`src/rtl/uart_tx_sched.sv`:
```
`default_nettype none
// ============================================================================
// Module   : uart_tx_sched
// Brief    : Round-robin scheduler sharing one UART transmitter among N_REQ
//            requesters; latches per-frame config and times each frame.
// Revision : 1.0 - initial release
// ============================================================================
module uart_tx_sched #(
  parameter int N_REQ        = 4,
  parameter int CLKS_PER_BIT = 16
) (
  input  logic               clk,
  input  logic               rst,
  input  logic [N_REQ-1:0]   req,
  input  logic [8*N_REQ-1:0] req_data,
  input  logic [4*N_REQ-1:0] req_cfg,
  output logic [N_REQ-1:0]   gnt,
  output logic [2:0]         gnt_id,
  output logic               busy,
  output logic               tx_start_n,
  output logic [7:0]         tx_din,
  output logic [1:0]         tx_par,
  output logic               tx_dnum,
  output logic               tx_snum,
  output logic               bit_tick
);

  localparam int PW = (N_REQ > 1) ? $clog2(N_REQ) : 1;
  localparam int BW = (CLKS_PER_BIT > 1) ? $clog2(CLKS_PER_BIT) : 1;
  localparam logic [PW:0]   c_n         = (PW+1)'(N_REQ);
  localparam logic [BW-1:0] c_baud_last = BW'(CLKS_PER_BIT - 1);

  typedef enum logic [0:0] {
    S_IDLE = 1'b0,
    S_SEND = 1'b1
  } state_t;

  state_t             r_state, w_state_nxt;
  logic [PW-1:0]      r_ptr;
  logic [BW-1:0]      r_baud;
  logic [3:0]         r_bitidx;
  logic [N_REQ-1:0]   r_gnt;
  logic [2:0]         r_gnt_id;
  logic [7:0]         r_tx_din;
  logic [1:0]         r_tx_par;
  logic               r_tx_dnum;
  logic               r_tx_snum;

  logic [2*N_REQ-1:0] w_req2;
  logic [N_REQ-1:0]   w_rot;
  logic [PW-1:0]      w_off;
  logic [PW:0]        w_sum;
  logic [PW-1:0]      w_win;
  logic [PW:0]        w_inc;
  logic [PW-1:0]      w_ptr_nxt;
  logic [N_REQ-1:0]   w_onehot;
  logic [7:0]         w_sel_data;
  logic [3:0]         w_sel_cfg;
  logic               w_any;
  logic               w_grant;
  logic               w_busy;
  logic               w_tick;
  logic [3:0]         w_last_bit;

  // Rotating the doubled request vector by ptr puts the search origin at bit 0.
  assign w_req2 = {req, req};
  assign w_rot  = w_req2[r_ptr +: N_REQ];
  assign w_any  = |req;

  always_comb begin
    w_off = '0;
    for (int k = N_REQ - 1; k >= 0; k--) begin
      if (w_rot[k]) w_off = k[PW-1:0];
    end
  end

  assign w_sum     = {1'b0, r_ptr} + {1'b0, w_off};
  assign w_win     = (w_sum >= c_n) ? PW'(w_sum - c_n) : w_sum[PW-1:0];
  assign w_inc     = {1'b0, w_win} + (PW+1)'(1);
  assign w_ptr_nxt = (w_inc == c_n) ? '0 : w_inc[PW-1:0];
  assign w_onehot  = {{(N_REQ-1){1'b0}}, 1'b1} << w_win;

  always_comb begin
    w_sel_data = '0;
    w_sel_cfg  = '0;
    for (int k = 0; k < N_REQ; k++) begin
      if (w_win == k[PW-1:0]) begin
        w_sel_data = req_data[8*k +: 8];
        w_sel_cfg  = req_cfg[4*k +: 4];
      end
    end
  end

  assign w_busy     = (r_state == S_SEND);
  assign w_grant    = (r_state == S_IDLE) && w_any;
  assign w_tick     = w_busy && (r_baud == c_baud_last);
  // Frame is start + 8 data + parity + 1 or 2 stop bits; index counts from 0.
  assign w_last_bit = r_tx_snum ? 4'd10 : 4'd11;

  always_ff @(posedge clk) begin
    if (rst) r_state <= S_IDLE;
    else     r_state <= w_state_nxt;
  end

  always_comb begin
    w_state_nxt = r_state;
    case (r_state)
      S_IDLE:  if (w_any) w_state_nxt = S_SEND;
      S_SEND:  if (w_tick && (r_bitidx == w_last_bit)) w_state_nxt = S_IDLE;
      default: w_state_nxt = S_IDLE;
    endcase
  end

  always_ff @(posedge clk) begin
    if (rst) begin
      r_ptr     <= '0;
      r_baud    <= '0;
      r_bitidx  <= '0;
      r_gnt     <= '0;
      r_gnt_id  <= '0;
      r_tx_din  <= '0;
      r_tx_par  <= 2'b01;
      r_tx_dnum <= 1'b0;
      r_tx_snum <= 1'b1;
    end else begin
      r_gnt <= '0;
      if (w_grant) begin
        r_gnt     <= w_onehot;
        r_gnt_id  <= 3'(w_win);
        r_tx_din  <= w_sel_data;
        r_tx_par  <= w_sel_cfg[3:2];
        r_tx_dnum <= w_sel_cfg[1];
        r_tx_snum <= w_sel_cfg[0];
        r_ptr     <= w_ptr_nxt;
        r_baud    <= '0;
        r_bitidx  <= '0;
      end else if (w_busy) begin
        r_baud <= w_tick ? '0 : r_baud + 1'b1;
        if (w_tick) r_bitidx <= r_bitidx + 4'd1;
      end
    end
  end

  assign gnt        = r_gnt;
  assign gnt_id     = r_gnt_id;
  assign busy       = w_busy;
  assign tx_start_n = ~(w_busy && (r_bitidx == 4'd0));
  assign tx_din     = r_tx_din;
  assign tx_par     = r_tx_par;
  assign tx_dnum    = r_tx_dnum;
  assign tx_snum    = r_tx_snum;
  assign bit_tick   = w_tick;

endmodule
`default_nettype wire

```
`config.mk`:
```
export PLATFORM = sky130hd
export DESIGN_NAME = uart_tx_sched
export DESIGN_NICKNAME = d
export VERILOG_FILES = /design/src/rtl/uart_tx_sched.sv
export SDC_FILE = /design/constraint.sdc
export NUM_CORES = 1
export LEC_CHECK = 0
export ABC_AREA = 0
export BUFFER_PORTS_ARGS = -buffer_cell sky130_fd_sc_hd__buf_2
export CAP_MARGIN = 0
export CORE_MARGIN = 4
export CORE_UTILIZATION = 35
export CTS_CLUSTER_DIAMETER = 40
export CTS_CLUSTER_SIZE = 14
export DETAILED_ROUTE_END_ITERATION = 10
export GPL_TIMING_DRIVEN = 0
export PLACE_DENSITY = 0.7
export SLEW_MARGIN = 15
export SYNTH_ARGS = -nofsm -noshare
export SYNTH_HDL_FRONTEND = slang
export SYNTH_SLANG_ARGS = --single-unit
```
`constraint.sdc`:
```
create_clock -name clk -period 5.53 [get_ports clk]
set_input_delay 1.106 -clock clk [delete_from_list [all_inputs] [get_ports clk]]
set_output_delay 1.106 -clock clk [all_outputs]
set_load 0.01 [all_outputs]
```
Yosys cells after proc, flatten, opt, wreduce, memory -nomap -nowiden

Index checks and enable logic that the tools add are counted.

Register bits after elaboration: 29
Latch bits: 0
Memory bits (writable): 0
Bits in read-only memories: 0
Input port bits: 54
Output and inout bits: 22
Word-level logic and storage cells: 56
Memories: 0

Add/sub/neg operators: 5
$mul: 0
Div/mod/pow operators: 0
Order comparisons: 1
Equal/unequal tests: 6
Shift operators: 2
Mux-type cells: 19
Bitwise gates (word level): 3
Reduce and logical (&&, ||, !) cells: 10

Operators with widths:

| cell                  | number |
|---|---|
| $mux W8               | 4 |
| $mux W4               | 5 |
| $mux W2               | 6 |
| $add A4 B1 Y4 const B | 2 |
| $shiftx A8 B3 Y4      | 1 |
| $eq A2 B2 Y1 const B  | 2 |
| $eq A4 B4 Y1          | 1 |
| $eq A4 B4 Y1 const B  | 1 |
| $logic_and A1 B1 Y1   | 4 |
| $logic_not A4 Y1      | 1 |
| $reduce_or A2 Y1      | 2 |
| $reduce_or A4 Y1      | 1 |
| $shl A1 B2 Y4 const A | 1 |
| $add A2 B1 Y3 const B | 1 |
| $add A2 B2 Y3         | 1 |
| $eq A3 B3 Y1 const B  | 1 |
| $ge A3 B3 Y1 const B  | 1 |
| $mux W1               | 3 |
| $not A1 Y1            | 3 |
| $eq A2 B1 Y1 const B  | 1 |
| $logic_not A2 Y1      | 1 |
| $pmux W1 S2           | 1 |
| $reduce_and A2 Y1     | 1 |
| $sub A2 B1 Y2 const B | 1 |

Depth between registers and ports, before layout

Depth after elaboration: 13
Mapped depth: 17
Depth with buffers taken out: 14

Worst setup path before layout

OpenSTA, ideal clock, no wires.

Kind: input to register
Start: in req[2]
End: reg r_tx_par[0] (netlist: tx_par[0])
Setup time: 0.070 ns
Data arrival time: 3.904 ns
Required time: 5.460 ns
Setup slack: 1.556 ns
Stages: 15
Buffers on the path: 2
Cells stage by stage: nand2_1 > nor2_1 > a211o_2 > a221o_1 > ha_1 > xnor2_1 > or3_1 > buf_6 > and2_2 > ha_1 > nor2b_1 > clkbuf_1 > a221oi_1 > a211o_1 > a21oi_1

Cells in the longest elaborated chain, start to end: 13
Elaborated cells between the ends (all ways): 19
Those cells by class: 2 x add/sub; 1 x order compare; 3 x eq/ne; 1 x shift; 9 x mux; 3 x reduce/logical

Ends and longest elaborated chain:

| what                                                 | line | text |
|---|---|---|
| from (decl)                                          | 14   | `input logic [N_REQ-1:0] req,` |
| $shiftx A8 B3 Y4                                     | 67   | `assign w_rot = w_req2[r_ptr +: N_REQ];` |
| $mux W2 (4 in a row)                                 | 73   | `if (w_rot[k]) w_off = k[PW-1:0];` |
| $add A2 B2 Y3                                        | 77   | `assign w_sum = {1'b0, r_ptr} + {1'b0, w_off};` |
| $ge A3 B3 Y1 / $sub A2 B1 Y2 (equally long branches) | 78   | `assign w_win = (w_sum >= c_n) ? PW'(w_sum - c_n) : w_sum[PW-1:0];` |
| $mux W2                                              | 78   |  |
| $logic_not A2 Y1                                     | 87   | `if (w_win == k[PW-1:0]) begin` |
| $mux W4 (4 in a row)                                 | 87   |  |
| to (signal assigned)                                 | 131  | `r_tx_par <= w_sel_cfg[3:2];` |
| to (decl)                                            | 45   | `logic [1:0] r_tx_par;` |

Parallel ways exist; a longest one is shown, timed or not.
A chain may end at the register's enable or synchronous reset.

Final worst setup path

Start: in req[2]
End: reg r_tx_din[4] (netlist: tx_din[4])

Cells in the longest elaborated chain, start to end: 13
Elaborated cells between the ends (all ways): 19
Those cells by class: 2 x add/sub; 1 x order compare; 3 x eq/ne; 1 x shift; 9 x mux; 3 x reduce/logical

Ends and longest elaborated chain:

| what                                                 | line | text |
|---|---|---|
| $shiftx A8 B3 Y4                                     | 67   |  |
| $mux W2 (4 in a row)                                 | 73   |  |
| $add A2 B2 Y3                                        | 77   |  |
| $ge A3 B3 Y1 / $sub A2 B1 Y2 (equally long branches) | 78   |  |
| $mux W2                                              | 78   |  |
| $logic_not A2 Y1                                     | 87   |  |
| $mux W8 (4 in a row)                                 | 87   |  |
| to (signal assigned)                                 | 130  | `r_tx_din <= w_sel_data;` |
| to (decl)                                            | 44   | `logic [7:0] r_tx_din;` |

Parallel ways exist; a longest one is shown, timed or not.

==> results.cfg <==
[grt]
grt_pass1_wl_um = 7445
grt_max_degree = 11
track_usage_pct = 15.41
overflow = 0
grt_pass1_vias = 1683
antenna_found_initial = 0

[critical_path]
cp.arrival_ps = 4420
timing.critical_path.to_type = flip-flop
crit_required_ps = 5730
critPathBufInv = 3
critPathKind = input pin to flip-flop
worstPathCellList = buf_2 > nand2_1 > nor2_1 > a211o_2 > a221o_1 > ha_1 > xnor2_1 > or3_1 > buf_6 > and2_2 > ha_1 > nor2b_1 > clkbuf_1 > a221oi_1 > nor3_1 > a21oi_1 > o21ai_0
slowest_stage = clkbuf_1
critPathLaunchType = input pin
rrSetupSlack_ps = 1810
ff2ff_path_depth = 16
path_common_cell = ha_1
slowest_delay_ps = 400
r2r_end = tx_din[4]$_SDFFE_PP0P_
cp_max_fo = 10
critical_path.top_delay_family = simple AND/OR/NAND/NOR gates
reg2reg_from = r_ptr[0]$_SDFFE_PP0P_

[cts]
cts_setup_buffers = 0
htree_num_levels = 2
clock_path_buffers = 2
cts_hold_buf = 0
cts_buffers = 5
insertion_delay_ps = 280
clkTransAtPathRegs_ps = 60
post_cts_resized = 0
cts_tree = yes
clockRootBuffer = clkbuf_8
cts_num_sinks = 29

[synth]
synth_compound_area_share_pct = 24.64
yosysUniqueCellTypes = 43
avgSynthCellArea_um2 = 8.163
syn_inst = 204
syn_nets = 266
synth-seq-cells = 29
synth_top_family_by_area = compound AO/OA/AOI/OAI gates
netlist_area_um2 = 1665
yosysWarnings = 0
synthFlopType = dfxtp_1
muxShareOfSynthArea_pct = 1.878
synthSimpleGateAreaFrac_pct = 22.09
synth-xor-area-share_pct = 3.156
synth_edf_count = 0
yosysSeqAreaShare_pct = 34.86
synthArstFlopShare_pct = 0
synthAdderAreaFrac_pct = 6.011

[cells_and_area]
fill_cells = 466
area_growth_pct = 30.95
insertedDiodeCount = 0
fin_util_pct = 48.74
seqCellArea_um2 = 580.6
final_common_cell = buf_2
multi_input_comb_area_um2 = 965.9
nets = 347
layout-drive-gt1-share_pct = 33.92
final_cell_mix = buf_2, dfxtp_1, nand2_1

[detailed_routing]
drt_iter0_drc = 88
antenna_left = 0
first_pass_iters = 4
vias = 1742
wire_per_inst_um = 13.51
drc_errors = 0
via_per_inst = 5.154
wirelength_um = 4565

[place]
gp_congestion = 0.8021
port-buffer-count = 74
place_ws_ps = 1044
dp_hpwl_um = 3529

[floorplan]
die_area_um2 = 5926
ioPinCount = 76
rows = 24
die-width_um = 76.98
core_area_um2 = 4474
die_h_um = 76.98
start_util_pct = 37.22

[sta]
finalWorstSetupSlack_ps = 1309
finalHoldWorstSlack_ps = 446.8
rsz0062_at_grt = false
worst_pin_slew_ps = 515.7
finalSetupViolCount = 0
hold_violations = 0
tns_ps = 0
fin_crit_ps = 4221
fin_crit_sh_pct = 76.32
finalMaxSlewViolations = 0
final.setup_skew_ps = 6.787
maxSlewHeadroom_pct = 65.39
fmax_ghz = 0.2369

[power_and_ir_drop]
p_per_area_nw_per_um2 = 464.4
power_frac_seq_pct = 27.1
p_switching_uw = 417.4
p_int_uw = 595.3
peakVddDrop_mv = 0.1558
power_frac_comb_pct = 56.5
p_clk_share_pct = 16.4
power.share.switching_pct = 41.22
leakage_nw = 0.9929

[min_path]
hp-start = tx_din[0]$_SDFFE_PP0P_
min_path_cells = 2
min-delay-path-class = flip-flop to flip-flop
min_to = tx_din[0]$_SDFFE_PP0P_

[run_status]
status = complete, no violations

[flow_run]
maxCapViolations = 0
[state kept, by name, summed over array words and instances (netlist names)]
| name | count |
|---|---|
| busy | 1 |
| r_bitidx | 4 |
| tx_dnum | 1 |
| tx_par | 2 |
| r_baud | 4 |
| r_ptr | 2 |
| tx_snum | 1 |
| gnt | 4 |
| gnt_id | 2 |
| tx_din | 8 |
[power groups by stage]
stage / clock, mW / sequential, mW / combinational, mW
after floorplan: 0 / 0.296 / 0.399
after detailed placement: 0 / 0.279 / 0.572
after global placement: 0 / 0.278 / 0.562
after CTS: 0.172 / 0.275 / 0.574
after global routing: 0.182 / 0.280 / 0.642
final: 0.166 / 0.274 / 0.572
[routing by layer]
metal  wire length (µm)  part of all wire, %  GRT usage (%)
met5                  0                    0              0
met4                 86                  1.9          6.762
met3                353                  7.7          5.152
met2               2151                   47          25.44
met1               1974                   43          18.12
[stage by stage]
stage / total power, mW / cell area [µm²] / std cells
4_1_cts: 1.020 / 2181 / 338
3_5_place_dp: 0.8508 / 2101 / 330
2_1_floorplan: 0.6942 / 1665 / 204
6_report: 1.013 / 2181 / 338
3_3_place_gp: 0.8395 / 2101 / 330
5_1_grt: 1.104 / 2181 / 338
[cell usage after synthesis (4+ instances only)]
| master | n | share of area, % |
|---|---|---|
| a21oi_1 | 21 | 6.3 |
| a221oi_1 | 11 | 5.8 |
| buf_4 | 4 | 1.8 |
| clkbuf_1 | 6 | 1.4 |
| dfxtp_1 | 29 | 35 |
| ha_1 | 8 | 6.0 |
| inv_1 | 9 | 2.0 |
| nand2_1 | 23 | 5.2 |
| nor2_1 | 16 | 3.6 |
| nor2b_1 | 10 | 3.8 |
| nor3_1 | 10 | 3.0 |
| o21ai_0 | 8 | 2.4 |
| o21ai_1 | 4 | 1.2 |
| xor2_1 | 4 | 2.1 |
[worst max path at each step]
stage                                  end  cells past startpoint  startpoint  slack, ps
floorplan           tx_par[0]$_SDFFE_PP1P_                     15      req[2]       1560
detailed placement  tx_din[4]$_SDFFE_PP0P_                     17      req[2]       1040
CTS                 tx_din[4]$_SDFFE_PP0P_                     17      req[2]       1330
finish              tx_din[4]$_SDFFE_PP0P_                     17      req[2]       1310
global route        tx_din[5]$_SDFFE_PP0P_                     17      req[2]       1090
global placement    tx_din[5]$_SDFFE_PP0P_                     17      req[2]       1090
[tightest hold or removal path, stage by stage, from the launching register on]
cell	delay (ps)
dfxtp_1	310
nand2_1	50
o21ai_1	50
[area by class of cell]
class | instances | area share (%)
tap | 52 | 2.983
buffer | 14 | 3.901
inverter | 9 | 1.549
timing repair buffer | 74 | 16.98
sequential | 29 | 26.62
clock buffer | 8 | 3.672
multi-input combinational | 152 | 44.29
[logic make-up after synthesis]
kind of cell | Yosys count
adder cells (fa/ha/maj) | 8
other | 1
buffers and inverters | 23
AND/OR/NAND/NOR | 74
AO/OA/AOI/OAI | 60
multiplexers | 3
XOR/XNOR | 6
flip-flops | 29
Note: power is estimated with default switching activity, not from simulation.
